[src/rtl/led_pkg.sv]
// Shared definitions for the LED pattern engine: mode encodings, shift direction, PWM width.
// The optional brightness gate in led_pattern_gen is enabled by defining LED_PWM_EN.
package led_pkg;

    typedef logic [2:0] mode_t;

    localparam mode_t MODE_WALK_R = 3'd0;
    localparam mode_t MODE_WALK_L = 3'd1;
    localparam mode_t MODE_BOUNCE = 3'd2;
    localparam mode_t MODE_COUNT  = 3'd3;
    localparam mode_t MODE_BLINK  = 3'd4;

    typedef enum logic {
        DIR_RIGHT = 1'b0,
        DIR_LEFT  = 1'b1
    } dir_t;

    localparam int PWM_W = 8;

endpackage

[src/rtl/led_tick_gen.sv]
// Step prescaler: counts 0..DIV-1 while enabled and pulses tick for the terminal count cycle.
// Disabling freezes the count where it is and masks tick.
module led_tick_gen
    import led_pkg::*;
#(
    parameter int DIV = 8388608
) (
    input  logic clk,
    input  logic nreset,
    input  logic en,
    output logic tick
);

    localparam int CW = (DIV > 1) ? $clog2(DIV) : 1;
    localparam logic [CW-1:0] LAST = CW'(DIV - 1);

    logic [CW-1:0] count_reg;
    logic [CW-1:0] count_next;

    assign tick = en && (count_reg == LAST);

    always_comb begin
        count_next = count_reg;
        if (en) begin
            count_next = tick ? '0 : count_reg + CW'(1);
        end
    end

    always_ff @(posedge clk or negedge nreset) begin
        if (!nreset) begin
            count_reg <= '0;
        end else begin
            count_reg <= count_next;
        end
    end

endmodule

[src/rtl/led_pattern_gen.sv]
// LED pattern engine: a prescaled step tick advances a pattern register in one of five modes.
// Define LED_PWM_EN to add an 8-bit duty-cycle brightness gate (and the duty port).
module led_pattern_gen
    import led_pkg::*;
#(
    parameter int LED_W = 8,
    parameter int DIV   = 8388608
) (
    input  logic             clk,
    input  logic             nreset,
    input  logic             en,
    input  logic [2:0]       mode,
`ifdef LED_PWM_EN
    input  logic [PWM_W-1:0] duty,
`endif
    output logic [LED_W-1:0] led,
    output logic             tick
);

    localparam logic [LED_W-1:0] MSB_ONLY = {1'b1, {(LED_W-1){1'b0}}};
    localparam logic [LED_W-1:0] LSB_ONLY = {{(LED_W-1){1'b0}}, 1'b1};

    logic [LED_W-1:0] pattern_reg, pattern_next;
    mode_t            mode_q_reg, mode_q_next;
    dir_t             dir_reg, dir_next;

    function automatic logic [LED_W-1:0] seed(input mode_t m);
        case (m)
            MODE_BOUNCE: seed = MSB_ONLY;
            MODE_BLINK:  seed = '1;
            default:     seed = '0;
        endcase
    endfunction

    led_tick_gen #(.DIV(DIV)) u_tick_gen (
        .clk    (clk),
        .nreset (nreset),
        .en     (en),
        .tick   (tick)
    );

    always_comb begin
        pattern_next = pattern_reg;
        mode_q_next  = mode_q_reg;
        dir_next     = dir_reg;
        if (tick) begin
            if (mode != mode_q_reg) begin
                // A new mode restarts from its seed on the step boundary only.
                mode_q_next  = mode;
                pattern_next = seed(mode);
                dir_next     = DIR_RIGHT;
            end else begin
                case (mode_q_reg)
                    MODE_WALK_R: pattern_next = (pattern_reg == '0) ? MSB_ONLY : pattern_reg >> 1;
                    MODE_WALK_L: pattern_next = (pattern_reg == '0) ? LSB_ONLY : pattern_reg << 1;
                    MODE_BOUNCE: begin
                        // Turning at an end moves straight off it, so end LEDs show for one step.
                        if (pattern_reg == '0) begin
                            pattern_next = MSB_ONLY;
                        end else if (dir_reg == DIR_RIGHT) begin
                            if (pattern_reg[0]) begin
                                pattern_next = pattern_reg << 1;
                                dir_next     = DIR_LEFT;
                            end else begin
                                pattern_next = pattern_reg >> 1;
                            end
                        end else begin
                            if (pattern_reg[LED_W-1]) begin
                                pattern_next = pattern_reg >> 1;
                                dir_next     = DIR_RIGHT;
                            end else begin
                                pattern_next = pattern_reg << 1;
                            end
                        end
                    end
                    MODE_COUNT:  pattern_next = pattern_reg + LSB_ONLY;
                    MODE_BLINK:  pattern_next = ~pattern_reg;
                    default:     pattern_next = '0;
                endcase
            end
        end
    end

    always_ff @(posedge clk or negedge nreset) begin
        if (!nreset) begin
            pattern_reg <= '0;
            mode_q_reg  <= MODE_WALK_R;
            dir_reg     <= DIR_RIGHT;
        end else begin
            pattern_reg <= pattern_next;
            mode_q_reg  <= mode_q_next;
            dir_reg     <= dir_next;
        end
    end

`ifdef LED_PWM_EN
    logic [PWM_W-1:0] pwm_cnt_reg;
    logic [LED_W-1:0] led_reg;
    logic [LED_W-1:0] gated;
    logic             pwm_on;

    assign pwm_on = (pwm_cnt_reg < duty);

    for (genvar gi = 0; gi < LED_W; gi++) begin : g_gate
        assign gated[gi] = pattern_reg[gi] & pwm_on;
    end

    // The PWM counter free-runs regardless of en so frozen patterns keep their brightness.
    always_ff @(posedge clk or negedge nreset) begin
        if (!nreset) begin
            pwm_cnt_reg <= '0;
            led_reg     <= '0;
        end else begin
            pwm_cnt_reg <= pwm_cnt_reg + PWM_W'(1);
            led_reg     <= gated;
        end
    end

    assign led = led_reg;
`else
    assign led = pattern_reg;
`endif

endmodule

[config.mk]
export PLATFORM = sky130hd
export DESIGN_NAME = led_pattern_gen
export DESIGN_NICKNAME = d
export VERILOG_FILES = /design/src/rtl/led_pkg.sv /design/src/rtl/led_tick_gen.sv /design/src/rtl/led_pattern_gen.sv
export SDC_FILE = /design/constraint.sdc
export NUM_CORES = 1
export LEC_CHECK = 0
export CORE_ASPECT_RATIO = 1.4
export CORE_UTILIZATION = 35
export DETAILED_ROUTE_END_ITERATION = 6
export HOLD_SLACK_MARGIN = 0.02
export SKIP_LAST_GASP = 1
export SLEW_MARGIN = 20
export SYNTH_ARGS = -nofsm -noshare
export SYNTH_HDL_FRONTEND = slang
export SYNTH_SLANG_ARGS = --single-unit
[constraint.sdc]
create_clock -name clk -period 3.59 [get_ports clk]
set_input_delay 0.718 -clock clk [delete_from_list [all_inputs] [get_ports clk]]
set_output_delay 0.718 -clock clk [all_outputs]
set_load 0.03 [all_outputs]
==> results.ini, run 1 <==
[floorplanning]
num_rows=34
dieHeight_um=98.4
coreArea_um2=6300
dieArea_um2=6970
initial_core_util=0.369
die_x_um=70.8
io_pins=15

[synth]
yosysMostFrequentCell=dfrtp_1
async_reset_ff_frac=1.00
synth_common_cells=dfrtp_1 (35), nor2_1 (20), nand2_1 (18)
synthCells=262
yosys-top-cells-area=dfrtp_1 (38%), xnor2_1 (5.3%), xor2_1 (4.9%)
yosysTopAreaCell=dfrtp_1
avgSynthCellArea_um2=8.86
netlist_area_um2=2320
ys_seq_elements=35
synth_cell_types=53
synth_edf_count=0
ys.flop_type=dfrtp_1
yosys_warnings=0
synth_nets=272
seq_area_frac_synth=0.377
yosys.area.top_type_share=0.377

[critical_path]
worstSetupEndpointType=output pin
path_class=primary input to output pin
worst_setup_path_start_kind=primary input
r2r.worst_path.cells=7
timing.rr.start=led[0]
worstPathMaxFanout=5
crit_required_ps=2870
arrival_ps=2600
crit_path_start=en

[global_route]
grt_pass1_wl_um=9290
grt_pass1_vias=1921
overflow=0
grtUsageTotal=0.167
grt_max_degree=22
antenna_found_initial=0

[cts]
numCtsBuffers=5
clock_sinks=35
cts_resized=0
h-tree-depth=2
clk_path_buf_depth=2
postCtsSetupBuffers=0
cts_root_buffer=clkbuf_8
cts_tree=yes
clk_latency_ps=280
hold_buffers=0
clkSlewWorstSetupHoldPaths_ps=70

[sta]
setup_slack_ps=276
final-max-slew-violation-count=0
slew-limit-headroom=0.444
setup_viol=0
setup_tns_ps=0
rsz0062_at_grt=false
worst_pin_slew_ps=832
fin_crit_ps=3310
min_period_over_period=0.923
skew_ps=5.72
hold_violations=0
holdWs_ps=495
max_freq_mhz=302

[drt]
via_count=1955
drtIter0Drc=74
drc=0
drt-pass1-iter-count=4
routed_wl_um=5360
wl_per_cell_um=15.4
routed_via_density=5.63
ant_nets=0

[power_and_ir_drop]
finalPower_mw=0.897
power_density_nw_per_um2=339
ir_worst_vdd_v=0.000205
static-leakage-power_nw=1.11

[finish]
areaGrowthSynthToFinish_pct=14.0
layout.nets=284
drive_above_1_share=0.102
largest_register_ffs=23
seqCellArea_um2=876
fill_cells=631
multi_input_area_um2=1340
antenna_cells=0

[placed_design]
port_buffers=14
pre_cts_ws_ps=248
gp_congestion=0.922
dp.final_hpwl_um=3950

[worst_hold_path]
holdCritStartpoint=u_tick_gen.count_reg[2]
whs_path_depth=1
min_path_type=register to register

[job]
drv_cap=0

[outcome]
status=finished, final reports clean

[metal layers]
| layer | track usage | wire, um |
|---|---|---|
| met5 | 0 | 0 |
| met1 | 0.199 | 2320 |
| met3 | 0.0320 | 170 |
| met4 | 0.0585 | 110 |
| met2 | 0.296 | 2760 |
[area by class of cell]
class                      count  area share
multi-input combinational    201       0.505
sequential                    35       0.331
timing repair buffer          20      0.0699
tap                           72      0.0340
clock buffer                   6      0.0312
inverter                      11      0.0156
clock inverter                 2      0.0132
[metrics by stage]
| stage | std cells | utilization | area, um2 |
|---|---|---|---|
| global placement | 339 | 0.401 | 2520 |
| floorplan | 262 | - | 2320 |
| CTS | 347 | 0.420 | 2640 |
| global route | 347 | 0.421 | 2650 |
| finish | 347 | 0.421 | 2650 |
| detailed placement | 339 | 0.401 | 2520 |
[cells by family after synthesis]
logic type / Yosys count / share of synthesized area
mux: 8 / 0.0361
compound gates: 59 / 0.161
buf+inv: 26 / 0.0496
xor+xnor: 27 / 0.102
simple gates: 103 / 0.253
flops: 35 / 0.377
fa+ha+maj: 4 / 0.0216
[where the power goes]
part	switching, mW	leakage, nW	internal (mW)	total (mW)
registers	0.0324	0.458	0.423	0.455
clock network	0.142	0.0612	0.225	0.367
logic	0.0380	0.590	0.0368	0.0748
total	0.213	1.11	0.685	0.897
[critical path, cell delays in order]
cell and delay [ps]:
clkdlybuf4s50_1 490, and3_1 250, and3_1 210, nand2_1 120, nor2_1 130, clkdlybuf4s50_1 670
[final timing paths]
kind / to / slack, ps
worst max-delay path: tick / 280
worst min-delay path: u_tick_gen.count_reg[2] / 500
worst max register to register: led[4] / 1120
worst min register to register: u_tick_gen.count_reg[2] / 500
max in group asynchronous: u_tick_gen.count_reg[10] / 2010
min in group asynchronous: u_tick_gen.count_reg[2] / 910
[cells in the final DEF, fill, tap and decap left out, types with 2 or more instances in the layout]
master	instances
clkdlybuf4s50_1	14
clkbuf_8	6
mux2_2	3
o2bb2ai_1	2
xnor2_1	14
a211oi_1	2
mux2i_1	5
nor2_1	20
dfrtp_1	35
xor2_1	13
nand2_1	18
buf_4	6
and2_1	3
ha_1	4
nand2b_1	5
inv_1	11
nand3_1	17
o22ai_1	5
nand4_1	8
and4_1	4
and3_1	4
o21ai_0	17
nor4_4	2
a221oi_1	3
nor3_1	7
nor2b_1	4
a21oi_1	16
a2111oi_0	2
Power figures use the tool's default switching activity.
==> run 2, diff against run 1 <==
- CORE_UTILIZATION: 35 -> 60
- PLACE_DENSITY: default -> 0.81
==> run 2 against run 1 <==
  * Flip-flop and latch count unchanged
  * Clock-buffer cell count unchanged
  * Critical endpoint unchanged
  * Global-route usage increased by 12 points
==> results.ini, run 2 (same netlist as run 1, synthesis figures left out) <==
[outcome]
status=finished, final reports clean

[finish]
multi_input_area_um2=1330
layout_commonest_cell=dfrtp_1
drive_above_1_share=0.0916
layout.nets=283
largest_register_ffs=23
final_cell_mix=dfrtp_1 (35), nor2_1 (20), nand2_1 (18), nand3_1 (17), o21ai_0 (17)
areaGrowthSynthToFinish_pct=10.5
antenna_cells=0
seqCellArea_um2=876
fill_cells=289

[cts]
postCtsSetupBuffers=0
clock_sinks=35
hold_buffers=0
cts_resized=0
clk_latency_ps=280
numCtsBuffers=5
h-tree-depth=2
clkSlewWorstSetupHoldPaths_ps=60
cts_root_buffer=clkbuf_8
cts_tree=yes
clk_path_buf_depth=2

[power_and_ir_drop]
power_density_nw_per_um2=318
static-leakage-power_nw=1.09
ir_worst_vdd_v=0.000306
finalPower_mw=0.815

[sta]
min_period_over_period=0.940
setup_viol=0
hold_violations=0
final-max-slew-violation-count=0
slew-limit-headroom=0.572
worst_pin_slew_ps=642
fin_crit_ps=3370
max_freq_mhz=296
setup_tns_ps=0
skew_ps=4.16
rsz0062_at_grt=false

[worst_hold_path]
whs_path_depth=1
hold-path-endpoint=u_tick_gen.count_reg[2]
min_path_type=register to register
holdCritStartpoint=u_tick_gen.count_reg[2]

[placed_design]
dp.final_hpwl_um=3600
port_buffers=14
gp_congestion=0.921

[critical_path]
path_class=primary input to output pin
crit_family=buffers and inverters
worstPathMaxFanout=7
path_cells=clkdlybuf4s50_1 -> and3_1 -> and3_1 -> nand2_1 -> nor2_1 -> clkdlybuf4s50_1
worstSetupEndpointType=output pin
r2r_end=led[4]
ff2ff_setup_slack_ps=1120
worst_setup_path_start_kind=primary input
r2r.worst_path.cells=7
arrival_ps=2660
crit_path_max_incr_delay_ps=670
crit_required_ps=2870
slowest_stage=clkdlybuf4s50_1
timing.rr.start=led[0]
critical_path_buf_inv_count=2

[drt]
wl_per_cell_um=16.4
drt-pass1-iter-count=4
drc=0
routed_wl_um=5150
drtIter0Drc=67
routed_via_density=6.32
via_count=1990
ant_nets=0

[floorplanning]
initial_core_util=0.632
num_rows=26
coreArea_um2=3680
dieArea_um2=4130
dieHeight_um=75.6
die_x_um=54.6
io_pins=15

[global_route]
antenna_found_initial=0
grt_pass1_wl_um=8570
grtUsageTotal=0.286
grt_pass1_vias=1840
grt_max_degree=36
overflow=0

[job]
drv_cap=0

-- run 2: how the worst max path moves through the flow --
stage / from / endpoint / cells after the start
3_3_place_gp: en / tick / 6
6_report: en / tick / 6
3_5_place_dp: en / tick / 6
4_1_cts: en / tick / 6
5_1_grt: en / tick / 6
2_1_floorplan: en / tick / 4
-- run 2: stage by stage --
| stage | cells | hold WS (ps) | utilization | setup slack, ps | cell area (um2) |
|---|---|---|---|---|---|
| global route | 315 | 524 | 0.698 | 78.8 | 2570 |
| floorplan | 262 | 422 | - | 1190 | 2320 |
| detailed placement | 308 | 485 | 0.674 | 208 | 2480 |
| finish | 315 | 493 | 0.698 | 217 | 2570 |
| global placement | 308 | 483 | 0.674 | 226 | 2480 |
| CTS | 315 | 497 | 0.698 | 206 | 2570 |
-- run 2: routing by layer --
| layer | vias up | wire, um | global-route usage |
|---|---|---|---|
| met1 | 957 | 2160 | 0.357 |
| met5 | - | 0 | 0 |
| met2 | 60 | 2630 | 0.463 |
| met3 | 11 | 241 | 0.0559 |
| li1 | 962 | - | - |
| met4 | 0 | 125 | 0.134 |
-- run 2: report_power, final --
group | switching (mW) | internal, mW | leakage [nW]
Clock | 0.134 | 0.150 | 0.0470
Combinational | 0.0385 | 0.0383 | 0.586
Sequential | 0.0307 | 0.423 | 0.458
-- run 2: final cells by class --
class                   count  area share
clock buffers               6      0.0322
clock inverters             1     0.00195
inverters                  11      0.0161
multi-input cells         201       0.519
flip-flops and latches     35       0.341
well taps                  42      0.0205
repair buffers             19      0.0692
-- run 2: worst reg2reg max path: stages (launching register included) --
cell and delay [ps]:
dfrtp_1 490, inv_1 170, ha_1 190, or4b_4 470, nor4_4 410, nor2_1 200, a221oi_1 310, o21ai_0 100
